===== src/rtl/mux_n_1_rr.sv =====
// mux_n_1_rr: N-channel, WIDTH-bit registered multiplexer with valid/ready
// handshakes on every input channel and on the output.
// The grant is either the external select S (mode 0) or a round-robin pick
// among the valid channels (mode 1). The selected word lands in a one-deep
// output register.
//
// Ports:
//   clk, rst   clock (rising edge) and asynchronous active-high reset
//   in         N*WIDTH packed channel data; channel i is in[i*WIDTH +: WIDTH]
//   in_valid   per-channel valid
//   in_ready   per-channel ready; one-hot or zero
//   S          fixed-mode channel select
//   mode       0 = fixed select, 1 = round-robin
//   out        registered data word
//   out_valid  output register holds a word
//   out_ready  consumer takes the word this cycle
//   out_sel    index of the channel that supplied out
module mux_n_1_rr #(
  parameter int N     = 4,
  parameter int WIDTH = 8,
  parameter int SEL_W = 2
) (
  input  logic                 clk,
  input  logic                 rst,
  input  logic [N*WIDTH-1:0]   in,
  input  logic [N-1:0]         in_valid,
  output logic [N-1:0]         in_ready,
  input  logic [SEL_W-1:0]     S,
  input  logic                 mode,
  output logic [WIDTH-1:0]     out,
  output logic                 out_valid,
  input  logic                 out_ready,
  output logic [SEL_W-1:0]     out_sel
);

  logic [N-1:0][WIDTH-1:0] in_arr;
  logic [SEL_W-1:0]        ptr;
  logic [SEL_W-1:0]        gnt;
  logic                    gnt_vld;
  logic                    load_en;

  assign in_arr  = in;
  assign load_en = !out_valid || out_ready;

  // Grant. Round-robin scans ptr+1, ptr+2, ... modulo N, so the channel
  // served last has lowest priority on the next pick.
  always_comb begin
    int               idx;
    logic [SEL_W-1:0] idx_s;
    gnt     = ptr;
    gnt_vld = 1'b0;
    idx     = 0;
    idx_s   = '0;
    if (!mode) begin
      gnt = S;
      // S >= N is possible when N is not a power of two; it grants nothing.
      if (int'(S) < N) gnt_vld = in_valid[S];
    end else begin
      for (int k = 1; k <= N; k++) begin
        idx   = (int'(ptr) + k) % N;
        idx_s = idx[SEL_W-1:0];
        if (!gnt_vld && in_valid[idx_s]) begin
          gnt_vld = 1'b1;
          gnt     = idx_s;
        end
      end
    end
  end

  // Ready is held low during reset so no producer sees a phantom transfer.
  for (genvar i = 0; i < N; i++) begin : g_rdy
    assign in_ready[i] = !rst && load_en && gnt_vld && (gnt == SEL_W'(i));
  end

  always_ff @(posedge clk or posedge rst) begin
    if (rst) begin
      out       <= '0;
      out_sel   <= '0;
      out_valid <= 1'b0;
      ptr       <= SEL_W'(N - 1);   // channel 0 gets first pick
    end else if (load_en) begin
      if (gnt_vld) begin
        out       <= in_arr[gnt];
        out_sel   <= gnt;
        out_valid <= 1'b1;
        // Fixed-mode transfers leave the round-robin position untouched.
        if (mode) ptr <= gnt;
      end else begin
        out_valid <= 1'b0;          // drained with nothing to refill
      end
    end
  end

endmodule


===== config.mk =====
export PLATFORM = sky130hd
export DESIGN_NAME = mux_n_1_rr
export DESIGN_NICKNAME = d
export VERILOG_FILES = /design/src/rtl/mux_n_1_rr.sv
export SDC_FILE = /design/constraint.sdc
export NUM_CORES = 1
export LEC_CHECK = 0
export CORE_MARGIN = 2
export CORE_UTILIZATION = 37
export CTS_CLUSTER_SIZE = 28
export DETAILED_ROUTE_END_ITERATION = 6
export GPL_ROUTABILITY_DRIVEN = 0
export GPL_TIMING_DRIVEN = 1
export PLACE_DENSITY = 0.77
export SKIP_LAST_GASP = 1
export SYNTH_ARGS = -nofsm -noshare
export SYNTH_HDL_FRONTEND = slang
export SYNTH_SLANG_ARGS = --single-unit

===== constraint.sdc =====
create_clock -name clk -period 2.45 [get_ports clk]
set_input_delay 0.49 -clock clk [delete_from_list [all_inputs] [get_ports clk]]
set_output_delay 0.49 -clock clk [all_outputs]
set_load 0.01 [all_outputs]

# ---- Word-level counts from Yosys, hierarchy flattened
# Index checks and enable logic that the tools add are counted.
dict set report totals {
  regBits 13
  inputBits 42
  out_inout_bits 15
  elab_cells 61
}
dict set report op_classes {
  n_addsub 4
  n_lt_le_gt_ge 6
  eq_ne 3
  muxes 26
  reduce_logical 18
}
# operator count
set ops {}
lappend ops {{2-bit by 3-bit less-than comparator with 1-bit output, second input constant} 6}
lappend ops {{8-bit binary-select mux with 2-bit select} 1}
lappend ops {{1-bit two-way mux} 14}
lappend ops {{1-bit binary-select mux with 2-bit select} 5}
lappend ops {{2-bit two-way mux} 5}
lappend ops {{1-bit logical AND} 9}
lappend ops {{8-bit two-way mux} 1}
lappend ops {{1-bit zero test} 5}
lappend ops {{2-bit by 1-bit adder with 2-bit output, second input constant} 2}
lappend ops {{2-bit adder, second input constant} 2}
lappend ops {{2-bit equality test, second input constant} 2}
lappend ops {{3-bit AND reduction} 1}
lappend ops {{2-bit by 1-bit equality test with 1-bit output, second input constant} 1}
lappend ops {{2-bit zero test} 1}
lappend ops {{2-bit AND reduction} 1}
lappend ops {{1-bit logical OR} 1}

# ---- Longest topological paths before layout
dict set report logic_depth {
  word_depth 19
  mapped_depth 8
  ltp_nobuf 5
}

# ---- Worst setup path before layout
# OpenSTA, ideal clock, no wires.
dict set report synth_path {
  path_kind {register -> output}
  start {register ptr[1]}
  end {output port in_ready[3]}
  t_arrival_ns 2.050
  required_ns 1.960
  slack_ns -0.090
  path_stages_with_launch 8
  n_path_buf 2
  path_cell_list {dfstp_2 > buf_4 > nand2_1 > a221o_1 > o211a_1 > buf_6 > or2_4 > nor4_1}
}
dict set report synth_via {
  elab_chain_len 19
  elab_cells_between_ends 34
  cone_classes {add/sub: 4; eq/ne: 1; mux: 21; reduce/logical: 8}
}
# element line_no
set synth_lines {}
lappend synth_lines {{start: declaration} 37} ;# logic [SEL_W-1:0] ptr;
lappend synth_lines {{start signal: assignment} 80} ;# ptr <= SEL_W'(N - 1);
lappend synth_lines {{start signal: assignment} 87} ;# if (mode) ptr <= gnt;
lappend synth_lines {{2-bit by 1-bit adder with 2-bit output} 60} ;# idx = (int'(ptr) + k) % N;
lappend synth_lines {{1-bit binary-select mux with 2-bit select} 62} ;# if (!gnt_vld && in_valid[idx_s]) begin
lappend synth_lines {{1-bit two-way mux (implied by the code)} 62}
lappend synth_lines {{1-bit two-way mux} 62}
lappend synth_lines {{1-bit two-way mux} 54} ;# if (!mode) begin
lappend synth_lines {{1-bit zero test} 62}
lappend synth_lines {{1-bit logical AND} 62}
lappend synth_lines {{1-bit two-way mux} 62}
lappend synth_lines {{[... 3 more ...]} n/a}
lappend synth_lines {{1-bit two-way mux} 62}
lappend synth_lines {{1-bit two-way mux} 54}
lappend synth_lines {{1-bit zero test} 62}
lappend synth_lines {{1-bit logical AND} 62}
lappend synth_lines {{2-bit two-way mux / 1-bit two-way mux (equally long branches)} 62}
lappend synth_lines {{2-bit two-way mux / 1-bit two-way mux (equally long branches)} 54}
lappend synth_lines {{2-bit equality test / 1-bit logical AND (equally long branches)} 72} ;# assign in_ready[i] = !rst && load_en && gnt_vld && (gnt == SEL_W'(i));
lappend synth_lines {{1-bit logical AND (*)} 72}
lappend synth_lines {{end: declaration} 27} ;# output logic [N-1:0] in_ready,
# Every way passes the cells marked *; elsewhere a longest branch is shown, timed or not. The select of a mux whose other input is x is not followed.

# ---- Final worst setup path
dict set report layout_path {
  start {register ptr[0]}
  end {output port in_ready[2]}
}
# Same word-level chain as after synthesis.

==> results <==
-- Yosys cell counts, drive strengths merged, types with 2 or more instances --
| master | instances | share of area |
|---|---|---|
| nand2b | 3 | 0.016 |
| mux2i | 10 | 0.095 |
| clkbuf | 4 | 0.013 |
| nor2b | 4 | 0.021 |
| a21boi | 8 | 0.051 |
| or2 | 2 | 0.013 |
| nor2 | 4 | 0.013 |
| inv | 2 | 0.0063 |
| buf | 10 | 0.060 |
| o41ai | 8 | 0.059 |
| o21ai | 3 | 0.013 |
| dfstp | 2 | 0.044 |
| dfrtp | 11 | 0.23 |
| a311o | 8 | 0.067 |
| a31oi | 8 | 0.042 |
| nand3 | 2 | 0.0084 |
| o21bai | 8 | 0.051 |
| nor4 | 4 | 0.034 |
| nand2 | 7 | 0.022 |
-- flip-flops by register name, indices dropped and copies added, names as in the netlist --
| register | count |
|---|---|
| ptr | 2 |
| out_valid | 1 |
| out | 8 |
| out_sel | 2 |
-- power by group through the flow --
stage               clock network [mW]  registers [mW]  logic (mW)
floorplan                            0           0.350       0.374
finish                           0.150           0.334       0.759
CTS                              0.152           0.333       0.752
global route                     0.158           0.343       0.817
global placement                     0           0.338       0.656
detailed placement                   0           0.339       0.678
-- metal layers --
metal / GRT usage / vias up / share of wire
met5: 0 / - / 0
met4: 0.121 / 0 / 0.027
met3: 0.0341 / 8 / 0.072
met2: 0.427 / 64 / 0.51
met1: 0.276 / 663 / 0.39
li1: - / 666 / -
-- cell type report --
class	instances	area [um^2]
multi-input cells	96	803
well taps	44	55.1
flip-flops and latches	13	328
clock inverters	1	5.00
repair buffers	94	837
inverters	2	7.51
clock buffers	3	22.5
fillers	263	995
-- per-stage QoR --
step                       util  instance area, um^2  setup TNS [ns]
after global routing      0.674                 2060           -1.22
after CTS                 0.671                 2050          -0.485
after floorplan               -                 1210         -0.0673
final                     0.674                 2060          -0.760
after global placement    0.616                 1880           -3.66
after detailed placement  0.616                 1880           -4.55
-- how the worst min path moves through the flow --
stage / start / to / cells after the start
floorplan: rst / out[0]$_DFFE_PP0P_ / 1
global placement: out_sel[1]$_DFFE_PP0P_ / out_sel[1]$_DFFE_PP0P_ / 2
detailed placement: out_sel[0]$_DFFE_PP0P_ / out_sel[0]$_DFFE_PP0P_ / 2
CTS: out_sel[0]$_DFFE_PP0P_ / out_sel[0]$_DFFE_PP0P_ / 2
global route: out_sel[0]$_DFFE_PP0P_ / out_sel[0]$_DFFE_PP0P_ / 2
finish: out_sel[0]$_DFFE_PP0P_ / out_sel[0]$_DFFE_PP0P_ / 2
-- tightest hold or removal path, delay by kind of cell, from the launching register on --
| family | cells | cell delay [ns] |
|---|---|---|
| DFF | 1 | 0.36 |
| and+or+nand+nor | 1 | 0.05 |
| AOI/OAI and AO/OA | 1 | 0.07 |
-- logic make-up (layout without fill, tap and decap cells) --
kind of cell	after synthesis	after routing	share of synthesized area
buf+inv	16	100	0.0789
flops	13	13	0.276
compound gates	52	52	0.357
mux	11	11	0.114
simple gates	33	33	0.175
-- repair_timing --
| action | in CTS | in global routing |
|---|---|---|
| buffers inserted | 17 | 0 |
| setup endpoints to repair | 4 | 5 |
| resized for setup | 39 | 1 |
| pin swaps | 13 | 3 |
==> flow_summary.toml <==
[worst_setup_path]
critical_path.reg2reg.startpoint = "ptr[0]$_DFFE_PP1P_"
cp_slowest_cell = "dfstp_2"
reg2regPathDepth = 16
path_length_in_cells_of_the_critical_path = 6
timing.critical_path.from = "ptr[0]$_DFFE_PP1P_"
critical_path.reg2reg.endpoint = "ptr[1]$_DFFE_PP1P_"
cp-start-kind = "flip-flop"
cpPeakStageDelay_ns = 0.59
critPathRequiredTime_ns = 1.96
critical_path.cell_chain = "nor2b_1 -> a221o_1 -> o211a_1 -> or2_4 -> nor4_4 -> buf_2"
cp_top_family = "compound AO/OA/AOI/OAI gates"
cp-endpoint = "in_ready[2]"
reg2reg_slack_ns = -0.17
timing.critical_path.arrival_ns = 2.16
critical_path_buffers_and_inverters = 1
critical_path_endpoint_category = "primary output"
crit_type = "flip-flop to primary output"
critical_path_peak_fanout = 5

[floorplan]
start_util = 0.389
placement_row_count = 20
placeableCoreArea_mm2 = 0.00305
dieArea_mm2 = 0.00368
die_h_um = 60.7
num_io_pins = 57
die_width_um = 60.7

[power]
comb_power_share = 0.611
post_layout_power_mw = 1.24
power.internal_mw = 0.782
max-vdd-ir-drop_uv = 376
p_seq_frac = 0.269
netsw_mw = 0.461
p_leak_nw = 0.855
p_sw_frac = 0.371
share_clk_of_total_power = 0.120
pwrdens_mw_per_mm2 = 604

[sta]
rsz_0062_raised_after_global_routing = "yes"
setup_slack_ns = -0.199
timing.clock.skew_ns = 0.00740
slew_headroom = 0.631
final_hold_fails = 0
timing.final.setup_violations = 5
layout_min_cycle_time_ns = 2.65
max_slew.worst_pin.slew_ns = 0.552
report.final.slew_viol_count = 0
max_freq_ghz = 0.378
holdWs_ns = 0.515
fin_crit_sh = 1.08

[final_layout]
finish.net_count = 252
most_frequent_cells_in_the_layout = "clkdlybuf4s50_1 (45), buf_4 (34), dfrtp_1 (11)"
drive_gt1_frac = 0.306
finalNonFillerCells = 253
antenna_cells = 0
most_common_cell_after_layout_fill_and_taps_aside = "clkdlybuf4s50_1"
area_delta_synth_final_pct = 73.2

[grt]
grt_start_max_net_pins = 19
first_global_vias = 1407
initial_antenna_violation_count = 0
globalRoute.totalOverflow = 0
grt_first_pass_wirelength_mm = 6.36
grt.total_usage = 0.239

[routing]
detailedRoute.firstIterationViolations = 46
wire_length_after_detailed_routing_mm = 4.07
drt_first_pass_iters = 4
drc = 0
drt-wirelength-per-cell_um = 16.1
dr_total_vias = 1401
ratio_of_routed_vias_to_standard_cells = 5.54
antenna_left = 0

[cts]
tritoncts_clock_tree = "done"
clock_latency_ns = 0.30
clk_pin_slew_worst_paths_ns = 0.10
cts_made_buffers = 3
ctsRootBufferMaster = "clkbuf_4"
clk_path_buf_depth = 2
cts_sinks = 13
clock_tree.htree_level_count = 1
cts_hold_buf = 0

[status]
failing_checks = "setup timing"
status = "finished with violations"

[synthesis]
yosysWarnings = 0
ys_dominant_reg_cell = "dfrtp_1"
synth_enable_flop_cells = 0
ys_types = 43
total_standard_cell_area_after_synthesis_mm2 = 0.00119
mean_syn_cell_area_um2 = 9.51
synth_nets = 167
async_reset_ff_frac = 1.00
synth-seq-cells = 13
postSynthCellCount = 125
synth.yosys.seq_area_share = 0.276

[run]
max_cap_viol_count = 0

[place]
pre_cts_ws_ns = -0.906
dpl.hpwl_mm = 2.93
numPlacedInstances = 232
numPortBuffers = 56

[min_path]
hold_path_class = "flip-flop to flip-flop"
(Power assumes the default switching activity.)
